[config.mk]
export PLATFORM = sky130hd
export DESIGN_NAME = ika9958_hseq
export DESIGN_NICKNAME = d
export VERILOG_FILES = /design/src/rtl/ika9958_hseq.sv
export SDC_FILE = /design/constraint.sdc
export NUM_CORES = 1
export LEC_CHECK = 0
export BUFFER_PORTS_ARGS = -buffer_cell sky130_fd_sc_hd__buf_2
export CAP_MARGIN = 10
export CELL_PAD_IN_SITES_DETAIL_PLACEMENT = 1
export CELL_PAD_IN_SITES_GLOBAL_PLACEMENT = 1
export CORE_MARGIN = 2
export CORE_UTILIZATION = 31
export DETAILED_ROUTE_END_ITERATION = 10
export PLACE_DENSITY = 0.9
export SETUP_SLACK_MARGIN = 0.05
export SLEW_MARGIN = 20
export SYNTH_ARGS = -nofsm -noshare
export SYNTH_HDL_FRONTEND = slang
export SYNTH_SLANG_ARGS = --single-unit
[constraint.sdc]
create_clock -name phiA -period 2.11 [get_ports phiA]
set_clock_uncertainty 0.05 [all_clocks]
set_input_delay 0 -clock phiA [delete_from_list [all_inputs] [get_ports phiA]]
set_output_delay 0 -clock phiA [all_outputs]
set_load 0.05 [all_outputs]
[src/rtl/ika9958_hseq.sv]
// Horizontal timing sequencer: split fine/coarse position counter with mode-selectable
// tile length, line-sync reload, an active-display window latch and masked position decoders.
module ika9958_hseq #(
  parameter int LO_W     = 4,
  parameter int HI_W     = 5,
  parameter int NUM_DEC  = 8,
  parameter int GFX_TILE = 16,
  parameter int TXT_TILE = 12,
  parameter int SYNC_LO  = 1,
  parameter int SYNC_HI  = 'h1F
) (
  input  logic                          phiA,
  input  logic                          RST_async_n,
  input  logic                          phiL_NCEN,
  input  logic                          line_sync,
  input  logic                          txt_mode,
  input  logic [LO_W+HI_W-1:0]          win_start,
  input  logic [LO_W+HI_W-1:0]          win_stop,
  input  logic [NUM_DEC*(LO_W+HI_W)-1:0] dec_val,
  input  logic [NUM_DEC-1:0]            dec_en_txt,
  input  logic [NUM_DEC-1:0]            dec_en_gfx,
  output logic [LO_W+HI_W-1:0]          cnt,
  output logic                          tile_stb,
  output logic                          hi_wrap,
  output logic                          active,
  output logic [NUM_DEC-1:0]            dec
);

  localparam int W = LO_W + HI_W;

  logic [LO_W-1:0]    lo;
  logic [HI_W-1:0]    hi;
  logic               sync_z;
  logic [LO_W:0]      tile_last;
  logic               terminal;
  logic [NUM_DEC-1:0] dec_en;
  logic [NUM_DEC-1:0] dec_next;

  assign cnt = {hi, lo};

  // One extra bit so a full 2^LO_W tile length still fits; ">=" also catches a mid-tile
  // switch to a shorter tile that leaves lo already past the new terminal value.
  assign tile_last = txt_mode ? (LO_W+1)'(TXT_TILE - 1) : (LO_W+1)'(GFX_TILE - 1);
  assign terminal  = {1'b0, lo} >= tile_last;
  assign dec_en    = txt_mode ? dec_en_txt : dec_en_gfx;

  always_comb begin
    dec_next = '0;
    for (int i = 0; i < NUM_DEC; i++) begin
      dec_next[i] = (cnt == dec_val[i*W +: W]) & dec_en[i];
    end
  end

  always_ff @(posedge phiA or negedge RST_async_n) begin
    if (!RST_async_n) begin
      lo       <= '0;
      hi       <= '0;
      sync_z   <= 1'b0;
      active   <= 1'b0;
      tile_stb <= 1'b0;
      hi_wrap  <= 1'b0;
      dec      <= '0;
    end else if (phiL_NCEN) begin
      sync_z <= line_sync;
      dec    <= dec_next;
      if (sync_z) begin
        lo       <= LO_W'(SYNC_LO);
        hi       <= HI_W'(SYNC_HI);
        active   <= 1'b0;
        tile_stb <= 1'b0;
        hi_wrap  <= 1'b0;
      end else begin
        // Stop has priority so a degenerate window (start == stop) never opens.
        if (cnt == win_stop) begin
          active <= 1'b0;
        end else if (cnt == win_start) begin
          active <= 1'b1;
        end
        if (terminal) begin
          lo       <= '0;
          hi       <= hi + HI_W'(1);
          tile_stb <= 1'b1;
          hi_wrap  <= &hi;
        end else begin
          lo       <= lo + LO_W'(1);
          tile_stb <= 1'b0;
          hi_wrap  <= 1'b0;
        end
      end
    end
  end

endmodule

==> results of run 1 <==
[area by class of cell]
| class | count | area, µm² |
|---|---|---|
| clock inverters | 1 | 5.00 |
| repair buffers | 144 | 761 |
| fillers | 865 | 3840 |
| inverters | 10 | 37.5 |
| flip-flops and latches | 21 | 526 |
| well taps | 80 | 100 |
| clock buffers | 3 | 41.3 |
| multi-input cells | 185 | 1450 |
[kinds of logic after synthesis]
group	synth area share, %
AO/OA/AOI/OAI	8.40
buffers and inverters	8.69
multiplexers	6.25
AND/OR/NAND/NOR	13.5
XOR/XNOR	36.5
adder cells (fa/ha/maj)	2.32
flip-flops	24.3
[repair_timing]
item                      in CTS  in global routing
hold buffers                   2                  0
hold endpoints to repair      22                  0
resized for setup              0                  0
[power by group through the flow]
| stage | sequential, mW | clock [mW] | combinational (mW) |
|---|---|---|---|
| 2_1_floorplan | 0.856 | 0 | 1.33 |
| 3_3_place_gp | 0.646 | 0 | 1.94 |
| 3_5_place_dp | 0.654 | 0 | 2.01 |
| 4_1_cts | 0.647 | 0.302 | 2.03 |
| 5_1_grt | 0.667 | 0.315 | 2.19 |
| 6_report | 0.647 | 0.292 | 2.01 |
[tightest hold or removal path: stages]
cell	delay [ns]
buf_2	0.08
xnor2_1	0.05
nand4_1	0.06
nor3_1	0.06
a211oi_2	0.12
[cell usage in the layout, fill, tap and decap left out, types with 8 or more instances in the layout]
cell and instances:
buf_2 130, buf_4 12, dfrtp_1 21, inv_1 10, mux2i_1 9, nand4_1 14, nor2_1 8, nor4_1 13
xnor2_1 42, xor2_1 48
[per-layer routing]
metal  vias up  wire [µm]
met1      1064       3340
met2        84       4210
met4         0        106
met3        10        384
li1       1065          -
met5         -          0
[metrics by stage]
stage	hold WS [ns]	std cells	setup slack, ns
CTS	0.0912	444	0.400
finish	0.0927	444	0.386
global route	0.117	444	0.251
global placement	-0.0487	438	0.498
detailed placement	-0.0518	438	0.430
floorplan	-0.346	234	0.184
[registers in the layout (all words and copies together) (netlist names)]
signal	cells
lo	4
sync_z	1
hi_wrap	1
hi	5
tile_stb	1
active	1
dec	8
[worst paths after layout]
check	endpoint	slack (ns)	cells past startpoint
min reg2reg	dec[7]$_DFFE_PN0P_	0.47	1
min in group asynchronous	dec[0]$_DFFE_PN0P_	0.16	2
max in group asynchronous	dec[3]$_DFFE_PN0P_	1.50	2
max	hi[3]$_DFFE_PN0P_	0.39	5
max reg2reg	hi[3]$_DFFE_PN0P_	0.39	5
min	active$_DFFE_PN0P_	0.09	5
==> out/results.tsv, run 1 <==
stage	metric	value	unit
place	placed cell areas	2850	µm²
synth	syn_area_per_cell	9.23	µm²
power	PD cells	1010	nW/µm²
routing	DRT antenna net count	0	
synth	post-synth cell types	36	
clock_network	CTS Buffer Depth	2	
power	Tot Pwr	2.95	mW
synth	Post-synth top cells	48 x xor2_1, 42 x xnor2_1, 21 x dfrtp_1	
power	Sequential Power Share	21.9	%
die	Starting Density	32.0	%
clock_network	Setup Fix Bufs, Post-CTS	0	
routing	# DRC	0	
synth	cells after synthesis	234	
timing	RSZ-0062 raised after global routing	no	
synth	top cell type by total area after synthesis	dfrtp_1	
place	# port buffers	130	
min_path	Hold Path Class	in -> reg	
synth	post-synthesis sequential area ratio	24.3	%
routing	Initial DRT Pass Iterations	4	
die	area of the core	6760	µm²
grt	initial antenna violation count	0	
worst_setup_path	CP Max Fanout	10	
cells_and_area	antenna fix cells	0	
power	Int Power	1.44	mW
synth	top-area cell type share of the netlist area	24.3	%
run	max-cap viol count	0	
worst_setup_path	Buf/Inv on CP	0	
power	IR drop worst, VDD	0.340	mV
power	logic gate share of total power	68.2	%
grt	pin count of the biggest net entering global routing	22	
clock_network	CTS Buf Count	3	
clock_network	H-tree lvl count	1	
synth	Post-Syn Nets	349	
place	Placer Congestion	0.792	
clock_network	number of clock sinks	21	
synth	Seq cells post-synth	21	
clock_network	clk_lat worst skew	0.28	ns
min_path	min-delay src	win_stop[4]	
worst_setup_path	Crit. End Element	flop	
grt	M1 GR Usage	24.6	%
grt	M2 GR Usage	38.6	%
die	Die W	87.5	µm
clock_network	CTS tree	built	
synth	largest cells by area after synthesis	dfrtp_1 24%, xor2_1 19%, xnor2_1 17%	
worst_setup_path	Crit-path slowest cell	dfrtp_1	
routing	DRT iter0 DRCs	83	
synth	synth warn	0	
worst_setup_path	largest stage delay on the critical path	0.40	ns
synth	Post-synth EDFFs	0	
worst_setup_path	Crit path required time	2.23	ns
timing	relative slew slack	63.8	%
grt	grt met3 use	2.84	%
grt	GRT Util Overall	20.7	%
timing	max-slew violation count	0	
die	die footprint	7650	µm²
grt	global route hottest layer	met2	
clock_network	Reg clk slew, reported paths	0.09	ns
routing	drt total wl	8040	µm
die	# rows	30	
worst_setup_path	crit path launch	lo[2]$_DFFE_PN0P_	
timing	setup TNS	0	ns
timing	fmax	580	MHz
timing	Period minus WS final	1.72	ns
routing	DR vias/cell	5.01	
place	HPWL Detailed	6460	µm
cells_and_area	Final #Nets	480	
power	Net Sw Frac	51.3	%
cells_and_area	fin area	2920	µm²
worst_setup_path	worst r2r src	lo[2]$_DFFE_PN0P_	
worst_setup_path	Worst setup SP type	flop	
timing	final hold violations	0	
die	# IOs	131	
power	Psw	1.51	mW
clock_network	Root Driver	clkbuf_8	
worst_setup_path	family with the most delay on the worst path	compound AO/OA/AOI/OAI gates	
synth	Mapped Area	2160	µm²
grt	first-pass GRT wire length	12100	µm
cells_and_area	share of cells above drive strength 1	41.8	%
grt	grt ovf	0	
synth	FFs w/ async S/R, synth	100	%
cells_and_area	area grow syn2layout	35.0	%
die	chip height	87.5	µm
grt	vias in the first global route	2440	
power	Pleak	1.42	nW
routing	total number of vias	2223	
synth	Synth Flop Type	dfrtp_1	
routing	WL per Instance	18.1	µm
worst_setup_path	CP Cell Sequence	ha_1 > a21o_1 > and2_1 > a31oi_1 > o22a_1	
status	outcome	finished clean	
cells_and_area	Post-Route Utilization	43.2	%
timing	Tightest Pin Transition	0.543	ns
power	Clk pwr share	9.9	%
worst_setup_path	Worst EP arrival	1.85	ns
timing	# setup viols final	0	
worst_setup_path	crit path kind	reg -> reg	
synth	cell with the most instances after synthesis	xor2_1	
timing	crit share post-route	81.7	%
Note: power is estimated with default switching activity, not from simulation.
==> inputs of run 2 (changes only) <==
==> constraint.sdc (replaced) <==
create_clock -name phiA -period 1.71 [get_ports phiA]
set_clock_uncertainty 0.05 [all_clocks]
set_input_delay 0 -clock phiA [delete_from_list [all_inputs] [get_ports phiA]]
set_output_delay 0 -clock phiA [all_outputs]
set_load 0.05 [all_outputs]
==> out/results.tsv, run 2 (synthesized netlist as in run 1, its figures left out) <==
stage	metric	value	unit	change
grt	vias in the first global route	2492		was 2440
timing	final hold violations	0		unchanged
place	Inst Count DP	444		was 438
cells_and_area	FF/Latch Area	534	µm²	was 526 µm²
timing	Tightest Pin Transition	0.525	ns	was 0.543 ns
timing	max-slew violation count	0		unchanged
grt	pin count of the biggest net entering global routing	26		was 22
cells_and_area	max FFs per register	8		unchanged
cells_and_area	area grow syn2layout	40.4	%	was 35.0%
die	# rows	30		unchanged
min_path	Hold Path Class	in -> reg		unchanged
die	Starting Density	32.0	%	unchanged
power	Tot Pwr	3.88	mW	was 2.95 mW
timing	Hold Slack	0.116	ns	was 0.0927 ns
cells_and_area	Multi-input gate area	1480	µm²	was 1450 µm²
routing	total number of vias	2284		was 2223
routing	DR vias/cell	5.05		was 5.01
routing	DRT iter0 DRCs	102		was 83
grt	grt ovf	0		unchanged
routing	drt total wl	8410	µm	was 8040 µm
timing	crit share post-route	96.2	%	was 81.7%
power	Pleak	1.46	nW	was 1.42 nW
status	outcome	finished clean		unchanged
place	Placer Congestion	0.853		was 0.792
clock_network	Root Driver	clkbuf_8		unchanged
worst_setup_path	r2r endpoint	active$_DFFE_PN0P_		was hi[3]$_DFFE_PN0P_
min_path	WHS Path Cells	5		unchanged
clock_network	CTS Buffer Depth	2		unchanged
cells_and_area	Final #Nets	488		was 480
min_path	min-delay src	dec_val[4]		was win_stop[4]
cells_and_area	commonest non-fill, non-tap cell in the layout	buf_2		unchanged
timing	Period minus WS final	1.65	ns	was 1.72 ns
worst_setup_path	Worst EP arrival	1.78	ns	was 1.85 ns
run	max-cap viol count	0		unchanged
worst_setup_path	Crit path required time	1.85	ns	was 2.23 ns
routing	# DRC	0		unchanged
worst_setup_path	crit path kind	reg -> reg		unchanged
grt	initial antenna violation count	0		unchanged
clock_network	number of clock sinks	21		unchanged
min_path	hold path endpoint	dec[0]$_DFFE_PN0P_		was active$_DFFE_PN0P_
cells_and_area	fin area	3030	µm²	was 2920 µm²
worst_setup_path	worst r2r src	lo[0]$_DFFE_PN0P_		was lo[2]$_DFFE_PN0P_
timing	RSZ-0062 raised after global routing	yes		was no
cells_and_area	commonest non-fill, non-tap cells in the layout	130 x buf_2, 48 x xor2_1, 42 x xnor2_1, 18 x buf_4		was 130 x buf_2, 48 x xor2_1, 42 x xnor2_1, 21 x dfrtp_1, 14 x nand4_1
die	area of the core	6760	µm²	unchanged
die	Die W	87.5	µm	unchanged
die	die footprint	7650	µm²	unchanged
timing	# setup viols final	0		unchanged
die	chip height	87.5	µm	unchanged
clock_network	H-tree lvl count	1		unchanged
timing	fmax	608	MHz	was 580 MHz
die	# IOs	131		unchanged
cells_and_area	antenna fix cells	0		unchanged
cells_and_area	Post-Route Utilization	44.9	%	was 43.2%
routing	Initial DRT Pass Iterations	4		unchanged
clock_network	CTS tree	built		unchanged
cells_and_area	Regs by FF count	dec: 8 flops, hi: 5 flops, lo: 4 flops		unchanged
place	placed cell areas	2930	µm²	was 2850 µm²
clock_network	clk_lat worst skew	0.27	ns	was 0.28 ns
worst_setup_path	r2r worst-path depth	5		unchanged
worst_setup_path	crit path launch	lo[0]$_DFFE_PN0P_		was lo[2]$_DFFE_PN0P_
worst_setup_path	Worst setup SP type	flop		unchanged
worst_setup_path	FF-to-FF setup slack	0.06	ns	was 0.39 ns
worst_setup_path	CP Max Fanout	9		was 10
timing	relative slew slack	65.0	%	was 63.8%
power	PD cells	1280	nW/µm²	was 1010 nW/µm²
cells_and_area	share of cells above drive strength 1	46.2	%	was 41.8%
cells_and_area	# fillers	850		was 865
clock_network	CTS Buf Count	3		unchanged
power	IR drop worst, VDD	0.542	mV	was 0.340 mV
grt	GRT Util Overall	20.8	%	was 20.7%
routing	DRT antenna net count	0		unchanged
cells_and_area	Largest Register	dec		unchanged
place	# port buffers	130		unchanged
worst_setup_path	Crit. End Element	flop		unchanged
place	HPWL Detailed	6710	µm	was 6460 µm
routing	WL per Instance	18.6	µm	was 18.1 µm
cells_and_area	Final Instance Count excl. Fillers	452		was 444
grt	first-pass GRT wire length	12200	µm	was 12100 µm
clock_network	Reg clk slew, reported paths	0.08	ns	was 0.09 ns
-- run 2: changes by cell type in the layout (fill, tap and decap cells not counted), sizes merged --
cell,change
buf,+8
-- run 2: per-stage QoR --
step           worst slack (ns)  TNS, ns
2_1_floorplan            0.0584        0
6_report                 0.0645        0
4_1_cts                  0.0646        0
3_3_place_gp             0.0859        0
3_5_place_dp             0.0417        0
5_1_grt                 -0.0568  -0.0568
-- run 2: where the power goes --
group | switching (mW) | total, mW | internal [mW] | leakage, nW
clock network | 0.185 | 0.348 | 0.163 | 0.0255
logic | 1.55 | 2.70 | 1.15 | 1.17
registers | 0.224 | 0.828 | 0.604 | 0.262
total | 1.96 | 3.88 | 1.92 | 1.46
-- run 2: layout make-up --
| cell class | instances | share of cell area [%] |
|---|---|---|
| well taps | 80 | 3.30 |
| flip-flops and latches | 21 | 17.6 |
| repair buffers | 152 | 27.6 |
| multi-input cells | 185 | 48.7 |
| inverters | 10 | 1.24 |
| clock inverters | 1 | 0.165 |
| clock buffers | 3 | 1.36 |
-- run 2: worst max-delay path by stage --
stage                         end  slack, ns
3_5_place_dp    hi[3]$_DFFE_PN0P_       0.04
4_1_cts        active$_DFFE_PN0P_       0.06
2_1_floorplan   lo[0]$_DFFE_PN0P_       0.06
6_report       active$_DFFE_PN0P_       0.06
5_1_grt        active$_DFFE_PN0P_      -0.06
3_3_place_gp    hi[3]$_DFFE_PN0P_       0.09
-- run 2: critical path, cell delays in order, from the launching register on --
cell      delay (ns)
dfrtp_2         0.42
buf_4           0.19
xor2_1          0.19
nor4_1          0.37
a41oi_2         0.17
a211oi_2        0.17
-- run 2: timing repair --
item                                    in CTS  in global routing
hold endpoints to repair                    22                  0
endpoints found under the setup margin       1                  3
cloned                                       0                  0
buffers inserted                             0                  2
hold buffers                                 2                  0
gates resized for setup                      1                  3
pin swaps                                    0                  3
-- run 2: metal layers --
metal,global-route usage (%),up-vias,wire length [µm]
met5,0,-,0
met4,4.20,0,109
met3,3.89,11,503
met2,39.6,93,4470
met1,24.0,1100,3330
li1,-,1080,-
